File: src/rtl/vga_timing_gen_if.sv
// Pixel-side and pin-side signal bundle of the VGA raster generator.
// The master side is the timing generator; the slave side is the pixel source / pins.
interface vga_timing_gen_if #(
    parameter int unsigned XWidth = 11,
    parameter int unsigned YWidth = 10
);
    logic              pixel_r;
    logic              pixel_g;
    logic              pixel_b;
    logic              step;
    logic [XWidth-1:0] x;
    logic [YWidth-1:0] y;
    logic              active;
    logic              line_end;
    logic              frame_end;
    logic              vga_r;
    logic              vga_g;
    logic              vga_b;
    logic              vga_hsync;
    logic              vga_vsync;

    modport master (
        input  pixel_r, pixel_g, pixel_b,
        output step, x, y, active, line_end, frame_end,
        output vga_r, vga_g, vga_b, vga_hsync, vga_vsync
    );

    modport slave (
        output pixel_r, pixel_g, pixel_b,
        input  step, x, y, active, line_end, frame_end,
        input  vga_r, vga_g, vga_b, vga_hsync, vga_vsync
    );
endinterface

File: src/rtl/vga_timing_gen.sv
// Parametrised VGA raster timing generator: prescaled pixel strobe, h/v counters,
// window decode and a one-pixel registered output stage keeping sync and colour aligned.
module vga_timing_gen #(
    parameter int unsigned HActive  = 640,
    parameter int unsigned HFront   = 16,
    parameter int unsigned HSync    = 96,
    parameter int unsigned HBack    = 48,
    parameter int unsigned VActive  = 480,
    parameter int unsigned VFront   = 10,
    parameter int unsigned VSync    = 2,
    parameter int unsigned VBack    = 33,
    parameter bit          HSyncPol = 1'b0,
    parameter bit          VSyncPol = 1'b0,
    parameter int unsigned PixelDiv = 2,
    parameter int unsigned XWidth   = 11,
    parameter int unsigned YWidth   = 10
) (
    input  logic               clock,
    input  logic               reset,
    input  logic               enable,
    vga_timing_gen_if.master   vga
);
    localparam int unsigned HTotal = HActive + HFront + HSync + HBack;
    localparam int unsigned VTotal = VActive + VFront + VSync + VBack;
    localparam int unsigned PW     = (PixelDiv > 1) ? $clog2(PixelDiv) : 1;

    logic [PW-1:0]     presc_q, presc_d;
    logic [XWidth-1:0] hcount_q, hcount_d;
    logic [YWidth-1:0] vcount_q, vcount_d;
    logic              vga_r_q, vga_r_d;
    logic              vga_g_q, vga_g_d;
    logic              vga_b_q, vga_b_d;
    logic              hsync_q, hsync_d;
    logic              vsync_q, vsync_d;

    logic step;
    logic active;
    logic hs_raw;
    logic vs_raw;
    logic h_last;
    logic v_last;

    always_comb begin
        step   = enable && (presc_q == PW'(PixelDiv - 1));
        h_last = (hcount_q == XWidth'(HTotal - 1));
        v_last = (vcount_q == YWidth'(VTotal - 1));
        active = (hcount_q < XWidth'(HActive)) && (vcount_q < YWidth'(VActive));
        hs_raw = (hcount_q >= XWidth'(HActive + HFront)) &&
                 (hcount_q <  XWidth'(HActive + HFront + HSync));
        vs_raw = (vcount_q >= YWidth'(VActive + VFront)) &&
                 (vcount_q <  YWidth'(VActive + VFront + VSync));

        presc_d  = presc_q;
        hcount_d = hcount_q;
        vcount_d = vcount_q;
        vga_r_d  = vga_r_q;
        vga_g_d  = vga_g_q;
        vga_b_d  = vga_b_q;
        hsync_d  = hsync_q;
        vsync_d  = vsync_q;

        if (enable) begin
            presc_d = step ? '0 : presc_q + PW'(1);
        end

        // Everything downstream of the prescaler moves only on the pixel strobe,
        // so a frozen enable holds sync mid-pulse and resumes in place.
        if (step) begin
            if (h_last) begin
                hcount_d = '0;
                vcount_d = v_last ? '0 : vcount_q + YWidth'(1);
            end else begin
                hcount_d = hcount_q + XWidth'(1);
            end
            vga_r_d = active & vga.pixel_r;
            vga_g_d = active & vga.pixel_g;
            vga_b_d = active & vga.pixel_b;
            hsync_d = hs_raw ? HSyncPol : ~HSyncPol;
            vsync_d = vs_raw ? VSyncPol : ~VSyncPol;
        end
    end

    always_ff @(posedge clock) begin
        if (reset) begin
            presc_q  <= '0;
            hcount_q <= '0;
            vcount_q <= '0;
            vga_r_q  <= 1'b0;
            vga_g_q  <= 1'b0;
            vga_b_q  <= 1'b0;
            hsync_q  <= ~HSyncPol;
            vsync_q  <= ~VSyncPol;
        end else begin
            presc_q  <= presc_d;
            hcount_q <= hcount_d;
            vcount_q <= vcount_d;
            vga_r_q  <= vga_r_d;
            vga_g_q  <= vga_g_d;
            vga_b_q  <= vga_b_d;
            hsync_q  <= hsync_d;
            vsync_q  <= vsync_d;
        end
    end

    assign vga.step      = step;
    assign vga.x         = hcount_q;
    assign vga.y         = vcount_q;
    assign vga.active    = active;
    assign vga.line_end  = step && h_last;
    assign vga.frame_end = step && h_last && v_last;
    assign vga.vga_r     = vga_r_q;
    assign vga.vga_g     = vga_g_q;
    assign vga.vga_b     = vga_b_q;
    assign vga.vga_hsync = hsync_q;
    assign vga.vga_vsync = vsync_q;
endmodule

File: src/flat_wrapper.sv
// flat-port wrapper written by rule: the top's interface ports become plain ports
module vga_timing_gen_flat 
#(
    parameter int unsigned HActive  = 640,
    parameter int unsigned HFront   = 16,
    parameter int unsigned HSync    = 96,
    parameter int unsigned HBack    = 48,
    parameter int unsigned VActive  = 480,
    parameter int unsigned VFront   = 10,
    parameter int unsigned VSync    = 2,
    parameter int unsigned VBack    = 33,
    parameter bit          HSyncPol = 1'b0,
    parameter bit          VSyncPol = 1'b0,
    parameter int unsigned PixelDiv = 2,
    parameter int unsigned XWidth   = 11,
    parameter int unsigned YWidth   = 10
)
  (clock, reset, enable, vga_pixel_r, vga_pixel_g, vga_pixel_b, vga_step, vga_x, vga_y, vga_active, vga_line_end, vga_frame_end, vga_vga_r, vga_vga_g, vga_vga_b, vga_vga_hsync, vga_vga_vsync);
  vga_timing_gen_if #(.XWidth(XWidth), .YWidth(YWidth)) vga_i ();
  input  logic clock;
  input  logic reset;
  input  logic enable;
  input wire logic [$bits(vga_i.pixel_r)-1:0] vga_pixel_r;
  input wire logic [$bits(vga_i.pixel_g)-1:0] vga_pixel_g;
  input wire logic [$bits(vga_i.pixel_b)-1:0] vga_pixel_b;
  output wire logic [$bits(vga_i.step)-1:0] vga_step;
  output wire logic [$bits(vga_i.x)-1:0] vga_x;
  output wire logic [$bits(vga_i.y)-1:0] vga_y;
  output wire logic [$bits(vga_i.active)-1:0] vga_active;
  output wire logic [$bits(vga_i.line_end)-1:0] vga_line_end;
  output wire logic [$bits(vga_i.frame_end)-1:0] vga_frame_end;
  output wire logic [$bits(vga_i.vga_r)-1:0] vga_vga_r;
  output wire logic [$bits(vga_i.vga_g)-1:0] vga_vga_g;
  output wire logic [$bits(vga_i.vga_b)-1:0] vga_vga_b;
  output wire logic [$bits(vga_i.vga_hsync)-1:0] vga_vga_hsync;
  output wire logic [$bits(vga_i.vga_vsync)-1:0] vga_vga_vsync;
  assign vga_i.pixel_r = vga_pixel_r;
  assign vga_i.pixel_g = vga_pixel_g;
  assign vga_i.pixel_b = vga_pixel_b;
  assign vga_step = vga_i.step;
  assign vga_x = vga_i.x;
  assign vga_y = vga_i.y;
  assign vga_active = vga_i.active;
  assign vga_line_end = vga_i.line_end;
  assign vga_frame_end = vga_i.frame_end;
  assign vga_vga_r = vga_i.vga_r;
  assign vga_vga_g = vga_i.vga_g;
  assign vga_vga_b = vga_i.vga_b;
  assign vga_vga_hsync = vga_i.vga_hsync;
  assign vga_vga_vsync = vga_i.vga_vsync;
  vga_timing_gen #(.HActive(HActive), .HFront(HFront), .HSync(HSync), .HBack(HBack), .VActive(VActive), .VFront(VFront), .VSync(VSync), .VBack(VBack), .HSyncPol(HSyncPol), .VSyncPol(VSyncPol), .PixelDiv(PixelDiv), .XWidth(XWidth), .YWidth(YWidth)) u_core (.clock(clock), .reset(reset), .enable(enable), .vga(vga_i));
endmodule
File: config.mk
export PLATFORM = sky130hd
export DESIGN_NAME = vga_timing_gen_flat
export DESIGN_NICKNAME = d
export VERILOG_FILES = /design/src/rtl/vga_timing_gen_if.sv /design/src/rtl/vga_timing_gen.sv /design/src/flat_wrapper.sv
export SDC_FILE = /design/constraint.sdc
export NUM_CORES = 1
export LEC_CHECK = 0
export CAP_MARGIN = 20
export CELL_PAD_IN_SITES_DETAIL_PLACEMENT = 1
export CELL_PAD_IN_SITES_GLOBAL_PLACEMENT = 2
export CORE_UTILIZATION = 29
export DETAILED_ROUTE_END_ITERATION = 10
export GPL_TIMING_DRIVEN = 0
export PLACE_DENSITY = 0.88
export RECOVER_POWER = 100
export SKIP_LAST_GASP = 1
export SYNTH_ARGS = -nofsm -noshare
export SYNTH_HDL_FRONTEND = slang
export SYNTH_SLANG_ARGS = --single-unit
export TNS_END_PERCENT = 5
File: constraint.sdc
create_clock -name clock -period 4.9 [get_ports clock]
set_input_delay 0.98 -clock clock [delete_from_list [all_inputs] [get_ports clock]]
set_output_delay 0.98 -clock clock [all_outputs]
set_load 0.1 [all_outputs]
* Yosys cells after proc, flatten, opt, wreduce, memory -nomap -nowiden
Cells that the tools add are included.
** Word-level totals
- Bits of input ports :: 6
- Word-level logic and storage cells :: 34
- Flip-flop bits (word level) :: 27
** Cells by class
- Bitwise operators :: 3
- Equality and inequality tests :: 2
- $lt $le $gt $ge :: 6
- Reductions and logical operators :: 7
- Add/sub/neg operators :: 3
- Muxes and demuxes :: 5
** Operators by type and width (number)
- 11-bit by 10-bit < comparator with 1-bit output, second input constant :: 2
- 10-bit by 9-bit < comparator with 1-bit output, second input constant :: 2
- 11-bit by 1-bit adder with 11-bit output, second input constant :: 1
- 11-bit by 10-bit equality test with 1-bit output, second input constant :: 1
- 11-bit by 10-bit greater-or-equal comparator with 1-bit output, second input constant :: 1
- 11-bit two-way mux :: 1
- 10-bit by 1-bit adder with 10-bit output, second input constant :: 1
- 10-bit equality test, second input constant :: 1
- 10-bit by 9-bit greater-or-equal comparator with 1-bit output, second input constant :: 1
- 10-bit two-way mux :: 1
- 1-bit logical AND :: 6
- 1-bit AND :: 3
- 1-bit two-way mux :: 3
- 2-bit AND reduction :: 1
- 1-bit adder, second input constant :: 1

* Longest topological paths before layout
- Depth after elaboration :: 3
- Depth in mapped cells :: 8
- Mapped depth without buffers :: 6

* Worst setup path before layout
No wires, ideal clock.
- Path kind :: register -> output
- Start :: reg u_core.hcount_q[0], in the netlist u_core.vga.x[0]
- End :: out vga_frame_end
- Arrival :: 5.342 ns
- Stages on the path, launching flop included :: 7
- Path slack :: -1.422 ns
- Required time :: 3.920 ns
- Path through :: dfxtp_1 ha_1 nand4_1 or4_1 buf_2 buf_2 nor4_1
** Between the ends
- Word-level cells in the longest chain between the ends :: 3
** RTL lines
- start: declaration :: line vga_timing_gen.sv:28 : logic [XWidth-1:0] hcount_q, hcount_d;
- start signal: assignment :: line vga_timing_gen.sv:95 : hcount_q <= hcount_d;
- 11-bit by 10-bit equality test with 1-bit output :: line vga_timing_gen.sv:45 : h_last = (hcount_q == XWidth'(HTotal - 1));
- 1-bit logical AND (2 in a row) :: line vga_timing_gen.sv:110 : assign vga.frame_end = step && h_last && v_last;
- end: declaration :: line flat_wrapper.sv:31 : output wire logic [$bits(vga_i.frame_end)-1:0] vga_frame_end;
No other way between the ends.

* Worst setup path in the final report
- Start :: in enable
- End :: out vga_frame_end
** Between the ends
- Word-level cells in the longest chain between the ends :: 3
** RTL lines
- start: declaration :: line flat_wrapper.sv:22 : input logic enable;
- 1-bit logical AND :: line vga_timing_gen.sv:44 : step = enable && (presc_q == PW'(PixelDiv - 1));
- 1-bit logical AND (2 in a row) :: line vga_timing_gen.sv:110
No other way between the ends.

==> impl_metrics.env <==
export IMPL_die_y_um=68.6
export IMPL_crit_start="enable"
export IMPL_cts_inserted_buffers=3
export IMPL_path_clk_slew_ns=0.10
export IMPL_ys_seq_area_share_pct=42.1
export IMPL_areaGrowthSynthToFinish_pct=34.7
export IMPL_worstSetupEndpoint="vga_frame_end"
export IMPL_min_from="u_core.vga.vga_hsync"
export IMPL_hold_slack_ns=0.504
export IMPL_p_switching_uw=112
export IMPL_synth_nets=161
export IMPL_fp_coreArea_sq_um=4120
export IMPL_drive_above_1_share_pct=4.19
export IMPL_violations="capacitance limit, slew limit"
export IMPL_tightest_slew_ns=1.75
export IMPL_period_minus_slack_ns=4.69
export IMPL_overflow=0
export IMPL_critical_path_class="input pin to output port"
export IMPL_status="finished, violations left"
export IMPL_dieArea_sq_um=4700
export IMPL_clock_sinks=27
export IMPL_p_clk_share_pct=32.6
export IMPL_total_power_uw=405
export IMPL_cts_root_buffer="clkbuf_8"
export IMPL_antenna_found_initial=0
export IMPL_vias_per_cell=5.36
export IMPL_antenna_cells=0
export IMPL_synth_cell_types=29
export IMPL_nets=201
export IMPL_maxSlewHeadroom_pct=-18.2
export IMPL_path_max_fanout=10
export IMPL_clockBufferDepth=2
export IMPL_drtAntennaViolNets=0
export IMPL_gp_congestion=0.751
export IMPL_crit_path_cell_trace="clkdlybuf4s50_1, nand2_1, or4_1, buf_2, buf_2, nor4_4, clkbuf_1"
export IMPL_skew_ns=0.00685
export IMPL_row_count=23
export IMPL_route_vias_total=1291
export IMPL_place_inst=237
export IMPL_worstSetupEndpointType="output port"
export IMPL_post_route_period_util_pct=95.8
export IMPL_cts_htree_levels=1
export IMPL_die_x_um=68.6
export IMPL_max_cap_violations=1
export IMPL_final_common_cell="dlygate4sd3_1"
export IMPL_final_cell_mix="dlygate4sd3_1, dfxtp_1, nor2_1"
export IMPL_instances_no_fill=241
export IMPL_grt_util_all_layers_pct=17.9
export IMPL_mappedNetlistArea_sq_um=1280
export IMPL_cts_tree="yes"
export IMPL_yosysWarnings=0
export IMPL_detailed_place_hpwl_um=2860
export IMPL_drc=0
export IMPL_critPathRequiredTime_ns=3.92
export IMPL_final_util_pct=42.0
export IMPL_intPower_uw=292
export IMPL_pwr_share_comb_pct=11.5
export IMPL_r2r_cells=6
export IMPL_power_density_nw_per_um2=234
export IMPL_initial_utilization_pct=31.2
export IMPL_arrival_ns=3.71
export IMPL_wl_per_cell_um=16.0
export IMPL_hold_path_class="flip-flop to flip-flop"
export IMPL_num_io_pins=36
export IMPL_dr_pass1_iters=4
export IMPL_max_stage_delay_ns=0.90
export IMPL_clkLatencyLatePin_ns=0.27
export IMPL_crit_slowest_cell="clkbuf_1"
export IMPL_dpl_cell_area_sq_um=1710
export IMPL_reg2reg_from="u_core.vga.x[0]"
export IMPL_ys_ff_latch=27
export IMPL_r2r_end="u_core.vga.y[4]"
export IMPL_r2r_slack_ns=1.49
export IMPL_finalHoldViolCount=0
export IMPL_grt_pass1_vias=1287
export IMPL_crit_path_frequent_cell="buf_2"
export IMPL_fmax_mhz=213
export IMPL_pwr_share_seq_pct=55.9
export IMPL_setup_worst_path_start_class="input pin"
export IMPL_setup_viol=0
export IMPL_routed_wl_um=3850
export IMPL_peakVddDrop_uv=91.9
export IMPL_rsz0062_at_grt="false"
export IMPL_drv_slew=11
export IMPL_syn_inst=152
export IMPL_grt_pass1_wl_um=6310
export IMPL_post_cts_buffers=0
export IMPL_p_sw_share_pct=27.7
export IMPL_io_buffers=35
export IMPL_syn_avg_cell_area_sq_um=8.45
export IMPL_design_area_sq_um=1730
export IMPL_first_iter_violations=39
export IMPL_total_leakage_power_nw=0.624
export IMPL_grt_max_degree=17
Yosys cell counts:
| library cell | number | area [sq um] |
|---|---|---|
| dfxtp_1 | 27 | 541 |
| nor2_1 | 19 | 71.3 |
| nand2_1 | 14 | 52.6 |
| a21oi_1 | 10 | 50.1 |
| xnor2_1 | 9 | 78.8 |
| nand4_1 | 8 | 50.1 |
| inv_1 | 7 | 26.3 |
| nand3_1 | 7 | 35.0 |
| o21ai_0 | 7 | 35.0 |
| or3_1 | 6 | 37.5 |
| nor4_1 | 4 | 25.0 |
| or4_1 | 4 | 30.0 |
| xor2_1 | 4 | 35.0 |
| a22oi_1 | 3 | 22.5 |
| ha_1 | 3 | 37.5 |
| nor3_1 | 3 | 15.0 |
| and4_1 | 2 | 17.5 |
| buf_2 | 2 | 10.0 |
| clkbuf_1 | 2 | 7.51 |
| nor4b_1 | 2 | 17.5 |
| a31oi_1 | 1 | 6.26 |
| clkinv_1 | 1 | 3.75 |
| nand4b_1 | 1 | 8.76 |
| nor4bb_1 | 1 | 10.0 |
| o21a_1 | 1 | 7.51 |
| o311ai_0 | 1 | 8.76 |
| o31ai_1 | 1 | 7.51 |
| o41ai_4 | 1 | 27.5 |
| or4b_2 | 1 | 10.0 |
worst min path at each step:
stage / to / slack, ns / cells after the start
3_3_place_gp: u_core.vga.vga_hsync / 0.47 / 2
3_5_place_dp: u_core.vga.vga_hsync / 0.48 / 2
6_report: u_core.vga.vga_hsync / 0.50 / 2
5_1_grt: u_core.vga.vga_hsync / 0.54 / 2
2_1_floorplan: u_core.presc_q / 0.53 / 2
4_1_cts: u_core.vga.vga_hsync / 0.51 / 2
critical path, delay by kind of cell:
kind                   cells  cell delay [ns]
buffers and inverters      4             1.81
AND/OR/NAND/NOR            3             0.92
power by group through the flow:
stage          combinational [mW]  sequential [mW]  clock, mW
2_1_floorplan              0.0156            0.249          0
3_3_place_gp               0.0480            0.231          0
3_5_place_dp               0.0485            0.231          0
4_1_cts                    0.0487            0.226      0.135
5_1_grt                    0.0486            0.227      0.147
6_report                   0.0467            0.226      0.132
metrics by stage:
step	TNS, ns	setup WS (ns)
floorplan	-0.0389	-0.0389
global placement	-0.00268	-0.00268
detailed placement	-0.0859	-0.0859
CTS	0	0.102
global route	0	0.116
finish	0	0.206
repair_timing:
action                                  4_1_cts  5_1_grt
hold buffers                                  0        0
endpoints found under the setup margin        1        1
gates cloned                                  0        0
resized for setup                             1        1
final cells by class:
cell class,instances,area (sq um)
plain buffers,4,17.5
clock buffers,3,41.3
clock inverters,1,7.51
fillers,505,2380
inverters,8,30.0
multi-input cells,113,693
flip-flops and latches,27,541
well taps,50,62.6
repair buffers,35,338
cell families after synthesis:
family / synth area share (%)
flops: 42.1
buf+inv: 3.70
simple gates: 29.6
xor+xnor: 8.86
fa+ha+maj: 2.92
compound gates: 12.9
state kept, by name, summed over array words and instances (netlist names):
| signal | flops |
|---|---|
| u_core.vga.vga_hsync | 1 |
| u_core.vga.vga_b | 1 |
| u_core.vga.x | 11 |
| u_core.vga.vga_g | 1 |
| u_core.vga.y | 10 |
| u_core.presc_q | 1 |
| u_core.vga.vga_vsync | 1 |
| u_core.vga.vga_r | 1 |
routing by layer:
metal	track usage, %	share of wire [%]	wire length (um)
met1	22.6	46	1760
met4	4.69	1.0	39
met2	31.6	49	1900
met5	0	0	0
met3	2.63	3.7	144
(Power assumes the default switching activity.)
